--- src/rtl/mc_controller_ws.sv ---
// Multicycle MIPS control unit with merged ALU-control decode, memory wait states,
// configurable instruction-fetch beat count and a sticky bus-timeout error state.
//
// state   | meaning
// --------+----------------------------------------------------------
// FETCH   | read one instruction beat per memready, advance PC per beat
// DECODE  | compute branch target, dispatch on op
// MEMADR  | address / immediate-op ALU step
// LBRD    | byte load read, waits for memready
// LBWR    | write loaded byte to register file
// SBWR    | byte store, held until memready
// IMMWR   | write immediate-op result to rt
// RTYPEEX | R-type ALU step
// RTYPEWR | write R-type result to rd
// BEQEX   | branch if equal
// BNEEX   | branch if not equal
// JEX     | jump
// ERROR   | bus timeout, all controls idle until reset

module mc_controller_ws #(
    parameter int FETCHBEATS = 4,
    parameter int WAITMAX    = 15
) (
    input  logic                  clk,
    input  logic                  reset,
    input  logic [5:0]            op,
    input  logic [5:0]            funct,
    input  logic                  zero,
    input  logic                  memready,
    output logic                  memread,
    output logic                  memwrite,
    output logic                  alusrca,
    output logic                  memtoreg,
    output logic                  iord,
    output logic                  regwrite,
    output logic                  regdst,
    output logic                  immzero,
    output logic                  pcen,
    output logic [1:0]            pcsource,
    output logic [1:0]            alusrcb,
    output logic [FETCHBEATS-1:0] irwrite,
    output logic [2:0]            alucont,
    output logic                  illegal,
    output logic                  error
);

    localparam int              BW       = (FETCHBEATS > 1) ? $clog2(FETCHBEATS) : 1;
    localparam logic [BW-1:0]   LASTBEAT = BW'(FETCHBEATS - 1);
    localparam logic [7:0]      WAITLAST = 8'(WAITMAX - 1);

    localparam logic [5:0] OP_RTYPE = 6'b000000;
    localparam logic [5:0] OP_J     = 6'b000010;
    localparam logic [5:0] OP_BEQ   = 6'b000100;
    localparam logic [5:0] OP_BNE   = 6'b000101;
    localparam logic [5:0] OP_ADDI  = 6'b001000;
    localparam logic [5:0] OP_ANDI  = 6'b001100;
    localparam logic [5:0] OP_ORI   = 6'b001101;
    localparam logic [5:0] OP_XORI  = 6'b001110;
    localparam logic [5:0] OP_LB    = 6'b100000;
    localparam logic [5:0] OP_SB    = 6'b101000;

    typedef enum logic [3:0] {
        FETCH, DECODE, MEMADR, LBRD, LBWR, SBWR, IMMWR,
        RTYPEEX, RTYPEWR, BEQEX, BNEEX, JEX, ERROR
    } state_t;

    state_t          state;
    logic [BW-1:0]   beat;
    logic [7:0]      waitcnt;
    logic            waiting;
    logic            timeout;

    assign waiting = (state == FETCH) || (state == LBRD) || (state == SBWR);
    // memready in the terminal-count cycle still completes the access
    assign timeout = waiting && !memready && (waitcnt == WAITLAST);

    always_ff @(posedge clk) begin
        if (reset) begin
            state   <= FETCH;
            beat    <= '0;
            waitcnt <= '0;
        end else begin
            if (waiting && !memready && !timeout)
                waitcnt <= waitcnt + 8'd1;
            else
                waitcnt <= '0;

            case (state)
                FETCH: begin
                    if (timeout) begin
                        state <= ERROR;
                    end else if (memready) begin
                        if (beat == LASTBEAT) begin
                            beat  <= '0;
                            state <= DECODE;
                        end else begin
                            beat <= beat + BW'(1);
                        end
                    end
                end
                DECODE: begin
                    case (op)
                        OP_LB, OP_SB, OP_ADDI, OP_ANDI, OP_ORI, OP_XORI: state <= MEMADR;
                        OP_RTYPE: state <= RTYPEEX;
                        OP_BEQ:   state <= BEQEX;
                        OP_BNE:   state <= BNEEX;
                        OP_J:     state <= JEX;
                        default:  state <= FETCH;
                    endcase
                end
                MEMADR: begin
                    case (op)
                        OP_LB:                              state <= LBRD;
                        OP_SB:                              state <= SBWR;
                        OP_ADDI, OP_ANDI, OP_ORI, OP_XORI:  state <= IMMWR;
                        default:                            state <= FETCH;
                    endcase
                end
                LBRD: begin
                    if (timeout)       state <= ERROR;
                    else if (memready) state <= LBWR;
                end
                SBWR: begin
                    if (timeout)       state <= ERROR;
                    else if (memready) state <= FETCH;
                end
                RTYPEEX: state <= RTYPEWR;
                ERROR:   state <= ERROR;
                default: state <= FETCH;
            endcase
        end
    end

    always_comb begin
        memread  = 1'b0;
        memwrite = 1'b0;
        alusrca  = 1'b0;
        memtoreg = 1'b0;
        iord     = 1'b0;
        regwrite = 1'b0;
        regdst   = 1'b0;
        immzero  = 1'b0;
        pcen     = 1'b0;
        pcsource = 2'b00;
        alusrcb  = 2'b00;
        irwrite  = '0;
        alucont  = 3'b010;
        illegal  = 1'b0;
        error    = 1'b0;

        case (state)
            FETCH: begin
                memread = 1'b1;
                alusrcb = 2'b01;
                pcen    = memready;
                irwrite = memready ? (FETCHBEATS'(1) << beat) : '0;
            end
            DECODE: begin
                alusrcb = 2'b11;
                case (op)
                    OP_LB, OP_SB, OP_ADDI, OP_ANDI, OP_ORI, OP_XORI,
                    OP_RTYPE, OP_BEQ, OP_BNE, OP_J: illegal = 1'b0;
                    default:                        illegal = 1'b1;
                endcase
            end
            MEMADR: begin
                alusrca = 1'b1;
                alusrcb = 2'b10;
                case (op)
                    OP_ANDI: begin immzero = 1'b1; alucont = 3'b000; end
                    OP_ORI:  begin immzero = 1'b1; alucont = 3'b001; end
                    OP_XORI: begin immzero = 1'b1; alucont = 3'b011; end
                    default: alucont = 3'b010;
                endcase
            end
            LBRD: begin
                memread = 1'b1;
                iord    = 1'b1;
            end
            LBWR: begin
                regwrite = 1'b1;
                memtoreg = 1'b1;
            end
            SBWR: begin
                memwrite = 1'b1;
                iord     = 1'b1;
            end
            IMMWR: regwrite = 1'b1;
            RTYPEEX: begin
                alusrca = 1'b1;
                case (funct)
                    6'b100000: alucont = 3'b010;
                    6'b100010: alucont = 3'b110;
                    6'b100100: alucont = 3'b000;
                    6'b100101: alucont = 3'b001;
                    6'b100110: alucont = 3'b011;
                    6'b101010: alucont = 3'b111;
                    default:   alucont = 3'b101;
                endcase
            end
            RTYPEWR: begin
                regdst   = 1'b1;
                regwrite = 1'b1;
            end
            BEQEX, BNEEX: begin
                alusrca  = 1'b1;
                alucont  = 3'b110;
                pcsource = 2'b01;
                pcen     = (state == BEQEX) ? zero : ~zero;
            end
            JEX: begin
                pcen     = 1'b1;
                pcsource = 2'b10;
            end
            ERROR: begin
                alucont = 3'b000;
                error   = 1'b1;
            end
            default: alucont = 3'b010;
        endcase

        if (reset) begin
            memread  = 1'b0;
            memwrite = 1'b0;
            alusrca  = 1'b0;
            memtoreg = 1'b0;
            iord     = 1'b0;
            regwrite = 1'b0;
            regdst   = 1'b0;
            immzero  = 1'b0;
            pcen     = 1'b0;
            pcsource = 2'b00;
            alusrcb  = 2'b00;
            irwrite  = '0;
            alucont  = 3'b000;
            illegal  = 1'b0;
            error    = 1'b0;
        end
    end

endmodule

--- config.mk ---
export PLATFORM = sky130hd
export DESIGN_NAME = mc_controller_ws
export DESIGN_NICKNAME = d
export VERILOG_FILES = /design/src/rtl/mc_controller_ws.sv
export SDC_FILE = /design/constraint.sdc
export NUM_CORES = 1
export LEC_CHECK = 0
export CELL_PAD_IN_SITES_DETAIL_PLACEMENT = 1
export CELL_PAD_IN_SITES_GLOBAL_PLACEMENT = 1
export CORE_MARGIN = 3
export CORE_UTILIZATION = 31
export DETAILED_ROUTE_END_ITERATION = 8
export PLACE_DENSITY = 0.72
export SLEW_MARGIN = 30
export SYNTH_ARGS = -nofsm -noshare
export SYNTH_HDL_FRONTEND = slang
export SYNTH_SLANG_ARGS = --single-unit
--- constraint.sdc ---
create_clock -name clk -period 2.1 [get_ports clk]
set_input_delay 0.63 -clock clk [delete_from_list [all_inputs] [get_ports clk]]
set_output_delay 0.63 -clock clk [all_outputs]
set_load 0.01 [all_outputs]
==> results of run 1 <==
layer usage:
layer	GRT usage	vias up	wire length, um
met4	0.06841	0	189
met1	0.2704	886	2493
met3	0.03243	16	190
met2	0.4213	33	3224
met5	0	-	0
li1	-	859	-
cell usage after synthesis (all sizes together), types with 2 or more instances:
library cell / count
or2: 2
xnor2: 2
o31ai: 3
inv: 9
o21ai: 6
nor4b: 3
mux2i: 4
o22ai: 3
nand3b: 3
nor3: 16
and2: 5
a22oi: 3
a21oi: 13
maj3: 2
buf: 10
clkbuf: 3
nand2: 15
or3: 4
nor2: 18
a221oi: 2
nor2b: 4
nand4: 2
o32ai: 2
nand2b: 8
xor2: 8
dfxtp: 14
nor4: 3
ha: 6
nand3: 2
layout make-up:
type / count / area, um2 / area share
Inverter: 9 / 43.79 / 0.01662
Clock buffer: 3 / 41.29 / 0.01567
Timing Repair Buffer: 107 / 924.6 / 0.3509
Sequential cell: 14 / 292.8 / 0.1111
Multi-Input combinational cell: 150 / 1267 / 0.4810
Tap cell: 52 / 65.06 / 0.02469
timing repair:
item	CTS	global route
endpoints found under the setup margin	25	20
pin swaps	30	16
endpoints found under the hold margin	0	0
gates cloned	1	0
setup buffers	20	3
resized for setup	190	45
power groups by stage:
stage	clock network (mW)	logic [mW]	registers, mW
floorplan	0	0.214	0.295
global placement	0	0.389	0.303
detailed placement	0	0.397	0.304
CTS	0.230	0.482	0.300
global route	0.240	0.593	0.305
finish	0.220	0.554	0.303
path summary, 6_finish.rpt:
| kind | startpoint | endpoint | slack [ps] | cells after the start |
|---|---|---|---|---|
| worst max-delay path | funct[1] | alucont[1] | -280 | 7 |
| worst min-delay path | waitcnt[0] | waitcnt[0] | 500 | 1 |
| worst max register to register | state[3] | state[0] | 140 | 11 |
| worst min register to register | waitcnt[0] | waitcnt[0] | 500 | 1 |
kinds of logic (layout without fill, tap and decap cells):
kind of cell,Yosys count,count (layout),synth area share
buffers and inverters,22,119,0.08303
adder cells (fa/ha/maj),8,8,0.06643
multiplexers,5,5,0.03584
AND/OR/NAND/NOR,90,90,0.3654
XOR/XNOR,10,10,0.06644
AO/OA/AOI/OAI,37,37,0.1871
flip-flops,14,14,0.1958
state kept, by name, summed over array words and instances, names as in the netlist:
register	count
state	4
beat	2
waitcnt	8
stage by stage:
step / instance area [um2] / utilization / setup WS, ps
floorplan: 1458 / - / -34.90
detailed placement: 2206 / 0.4997 / -1213
global placement: 2206 / 0.4997 / -1169
global route: 2635 / 0.5969 / -354.5
CTS: 2487 / 0.5635 / -239.0
finish: 2635 / 0.5969 / -278.5
critical path, delay by kind of cell:
family	cells	cell delay, ps
adders and majority gates	1	320
AOI/OAI and AO/OA	2	350
buffers and inverters	3	300
and+or+nand+nor	1	150
==> metrics.md, run 1 <==
| Metric | Value |
|---|---|
| Clock Sinks | 14 |
| Post-route minimum period | 2378 ps |
| Max-cap violations | 0 |
| Hold Buf Count CTS | 0 |
| Die Wd | 73.95 um |
| Post-Syn Instances | 186 |
| CP max stage cell | maj3_2 |
| Vias | around 1.8k |
| Setup_tns | -1083 ps |
| Crit path kind | in2out |
| Total congestion overflow | 0 |
| Hold_ws | slightly below 500 ps |
| Most frequent cells in the layout | buf_4, buf_6, buf_2 |
| Pwr Density | between 400 and 500 mW/mm2 |
| Required @ worst endpoint | around 1500 ps |
| Number of enable flip-flop cells after synthesis | 0 |
| Synthesized cell area | ~0.0014 mm2 |
| Final std cells w/o fill | between 300 and 400 |
| Later-pin clock latency in the skew report | approximately 240 ps |
| Filler cell count | between 500 and 600 |
| Global Route Usage Sum | 0.2279 |
| Failing checks | setup timing |
| CTS root buffer | clkbuf_8 |
| Fraction of layout instances using a drive strength above 1 | 0.5901 |
| Seq/Total Area, Yosys | 0.1958 |
| # H-tree levels | 1 |
| Core Area | roughly 0.0044 mm2 |
| HPWL after DPL | approximately 3600 um |
| CP peak stage delay | about 320 ps |
| Worst Tran Pin Value | about 320 ps |
| Clk pwr share | 0.204 |
| DRC Markers | 0 |
| Syn Area/Cell | ~7.7 um2 |
| Port Buf Inserts | 37 |
| Flop pwr share | 0.281 |
| Top post-synthesis cells by area | dfxtp_1, ha_1, nor3_1 |
| CTS tree | built |
| Internal power | slightly above 0.7 mW |
| Yosys top cell by area | dfxtp_1 |
| Total iterations of the first detailed-routing run | 4 |
| First-pass GRT wire length | approximately 9600 um |
| Crit share post-route | 1.133 |
| Post-Synthesis Net Count | 208 |
| Flop and latch count out of synthesis | 14 |
| Share of the synthesized area in the top cell type | 0.1958 |
| Clk_skew | 1.712 ps |
| Psw | around 0.37 mW |
| Cell leakage power | between 1 and 1.5 nW |
| Antenna-violating nets left | 0 |
| Initial antenna violation count | 0 |
| Synth cell types | 52 |
| Switching part of the total power | 0.3435 |
| Asr flop ratio synth | 0 |
| Slew margin rel. | 0.7851 |
| Die Area | 0.005469 mm2 |
| Top_reg_cell synth | dfxtp_1 |
| Hold crit path type | reg2reg |
| Starting Density | 0.3243 |
| Max-slew violation count | 0 |
| Arr. time, crit path | roughly 1800 ps |
| Final hold vios | 0 |
| CTS Buf Count | 3 |
| CP Max Fanout | 2 |
| Chip Height | 73.95 um |
| Final setup viols | 10 |
| Vias in the first global route | 1841 |
| IO Count | 38 |
| Vias per cell | 5.355 |
| DRC marker count from the first detailed-route iteration | just under 70 |
| VDD IR max | ~550 uV |
| Crit. End Element | output port |
| RSZ-0062 raised after global routing | yes |
| Startpoint type of the worst setup path | input port |
| Ant. Diodes | 0 |
| Status | finished with violations |
| WL/cell | 18.21 um |
| Combinational share of power | 0.515 |
| Final Power | around 1.1 mW |
| Num rows | 24 |
| Worst-path clk slew | about 50 ps |
| Fmax achieved | about 0.42 GHz |
| Most common cell after layout, fill and taps aside | buf_4 |
| Detailed Route WL | 6099 um |
| Final WS setup | -278.5 ps |
| Clock Tree Buf Depth | 2 |
| Number of synthesis warnings | 0 |
| CP Cell Sequence | buf_8 > inv_8 > maj3_2 > nor3_4 > o22ai_2 > a221oi_2 > buf_2 |
| RePlAce Congestion | a little under 0.8 |
| Area Overhead vs Synth | 84.09% |
| Final nets | between 300 and 400 |
| Pin count of the biggest net entering global routing | 12 |
| Placed cell count | between 300 and 400 |
(Power assumes the default switching activity.)
==> run 2, diff against run 1 <==
- SLEW_MARGIN: 30 -> default
==> results of run 2 <==
The final DEF is identical to that of run 1; final timing and power are the same.
==> run 3, diff against run 2 <==
- SKIP_LAST_GASP: default -> 1
==> run 3 against run 2 <==
The flow still finishes with violations (setup timing). Sequential power hardly changed. Die area stayed put. Flip-flop and latch count stayed put. Register-to-register slack worse by 60 ps. Combinational power is 4.2% lower. Fmax is 2.2% higher. Count of clock-buffer cells in the layout stayed put. Utilization is 0.85 points lower. Critical endpoint unchanged. Clock power is 2% higher. Global-route usage is 0.66 points lower. Via count is 1.1% lower. Hold slack hardly changed.
==> metrics.md, run 3 (synthesized netlist as in run 1, its figures left out) <==
| Metric | Value |
|---|---|
| Later-pin clock latency in the skew report | 250 ps (about the same) |
| Startpoint type of the worst setup path | input port |
| Most common cell after layout, fill and taps aside | buf_4 |
| Crit share post-route | 1.109 (-0.02391) |
| Vias per cell | 5.283 (-1.4%) |
| CTS Buf Count | 3 (unchanged) |
| Worst Hold Depth | 1 (unchanged) |
| Status | finished with violations |
| Die Wd | 73.95 um (unchanged) |
| Fraction of layout instances using a drive strength above 1 | 0.5704 (-0.01968) |
| CP Max Fanout | 2 (unchanged) |
| Pin count of the biggest net entering global routing | 12 (unchanged) |
| Total congestion overflow | 0 (unchanged) |
| Worst-path clk slew | 50 ps (about the same) |
| Chip Height | 73.95 um (unchanged) |
| HPWL after DPL | 3604 um (unchanged) |
| Final setup viols | 11 (+1) |
| DRC Markers | 0 (unchanged) |
| Final Power | 1.060 mW (-1.6%) |
| Starting Density | 0.3243 (unchanged) |
| Required @ worst endpoint | 1470 ps (about the same) |
| CTS tree | built |
| IO Count | 38 (unchanged) |
| Most frequent cells in the layout | buf_4, buf_6, buf_2 |
| Max-cap violations | 0 (unchanged) |
| Total iterations of the first detailed-routing run | 4 (unchanged) |
| FF-to-FF path depth | 8 (-3) |
| Max-slew violation count | 0 (unchanged) |
| Fmax achieved | 0.4295 GHz (+2.2%) |
| # H-tree levels | 1 (unchanged) |
| Max reg flops | 8 (unchanged) |
| Final nets | 308 (+0.33%) |
| Antenna-violating nets left | 0 (unchanged) |
| Clk_skew | 5.526 ps (+3.814 ps) |
| Ant. Diodes | 0 (unchanged) |
| Failing checks | setup timing |
| Crit path kind | in2out |
| CTS root buffer | clkbuf_8 |
| Slew margin rel. | 0.7428 (-0.04229) |
| VDD IR max | 540.0 uV (-1.4%) |
| Pwr Density | 407.9 mW/mm2 (-0.20%) |
| Hold crit path type | reg2reg |
| Final std cells w/o fill | 336 (+0.30%) |
| Port Buf Inserts | 37 (unchanged) |
| Clock Tree Buf Depth | 2 (unchanged) |
| Detailed Route WL | 6020 um (-1.3%) |
| Post-route minimum period | 2328 ps (-50.20 ps) |
| Final hold vios | 0 (unchanged) |
| Reg with most FFs | waitcnt |
| Final Cell Area | 0.002597 mm2 (-1.4%) |
| RePlAce Congestion | 0.7760 (unchanged) |
| RSZ-0062 raised after global routing | yes |
| First-pass GRT wire length | 9425 um (-2.3%) |
| Place WS | -1213 ps (unchanged) |
| Vias in the first global route | 1842 (+0.054%) |
| Area after DPL | 0.002206 mm2 (unchanged) |
| Global Route Usage Sum | 0.2213 (-0.006633) |
| Cell leakage power | 1.146 nW (+0.77%) |
| Placed cell count | 315 (unchanged) |
| Final WS setup | -228.3 ps (+50.20 ps) |
| Filler cell count | 537 (+2.7%) |
| Largest registers | waitcnt (8), state (4), beat (2) |
| Crit. End Element | output port |
| Clock Sinks | 14 (unchanged) |
| Hold Buf Count CTS | 0 (unchanged) |
| Vias | 1775 (-1.1%) |
| Worst Tran Pin Value | 384.8 ps (+63.26 ps) |
| Initial antenna violation count | 0 (unchanged) |
| Area Overhead vs Synth | 81.47% |
| Die Area | 0.005469 mm2 (unchanged) |
| Num rows | 24 (unchanged) |
| WL/cell | 17.92 um (-1.6%) |
| Arr. time, crit path | 1700 ps (-50 ps) |
| Core Area | 0.004414 mm2 (unchanged) |
| DRC marker count from the first detailed-route iteration | 49 (-28%) |
-- run 3: what timing repair did --
item / 4_1_cts / 5_1_grt
gates resized for setup: 187 / 30
pin swaps: 28 / 15
buffers inserted: 20 / 4
endpoints found under the setup margin: 25 / 22
cloned: 1 / 0
-- run 3: cell type report --
| cell class | instances | area, um2 | area share |
|---|---|---|---|
| Clock buffer | 3 | 41.29 | 0.01590 |
| Inverter | 9 | 43.79 | 0.01686 |
| Multi-Input combinational cell | 150 | 1222 | 0.4706 |
| Sequential cell | 14 | 292.8 | 0.1127 |
| Tap cell | 52 | 65.06 | 0.02505 |
| Timing Repair Buffer | 108 | 932.1 | 0.3589 |
-- run 3: routing by layer --
metal | up-vias | GRT usage | routed length [um]
met5 | - | 0 | 0
li1 | 858 | - | -
met2 | 44 | 0.4114 | 3215
met4 | 0 | 0.05030 | 134
met3 | 16 | 0.02838 | 146
met1 | 857 | 0.2690 | 2523
-- run 3: report_power, final --
group / switching, mW / total [mW] / internal (mW)
registers: 0.0250 / 0.305 / 0.280
clock network: 0.0972 / 0.224 / 0.127
logic: 0.242 / 0.531 / 0.289
-- run 3: worst paths after layout --
kind,start,to,slack (ps)
worst max-delay path,funct[1],alucont[1],-230
worst max register to register,state[3],state[2],80
worst min-delay path,waitcnt[0],waitcnt[0],500
worst min register to register,waitcnt[0],waitcnt[0],500
-- run 3: critical path: stages --
cell and delay (ps):
buf_8 90, inv_8 30, maj3_2 310, nor3_4 120, o22ai_2 90, a221oi_2 260, buf_2 170
-- run 3: per-stage QoR --
step           hold slack [ps]    util  setup TNS (ps)
6_report                 497.2  0.5884           -1106
4_1_cts                  508.8  0.5609           -1123
5_1_grt                  524.8  0.5884           -1860
2_1_floorplan            450.5       -          -34.90
3_5_place_dp             479.3  0.4997          -19320
3_3_place_gp             480.2  0.4997          -18550
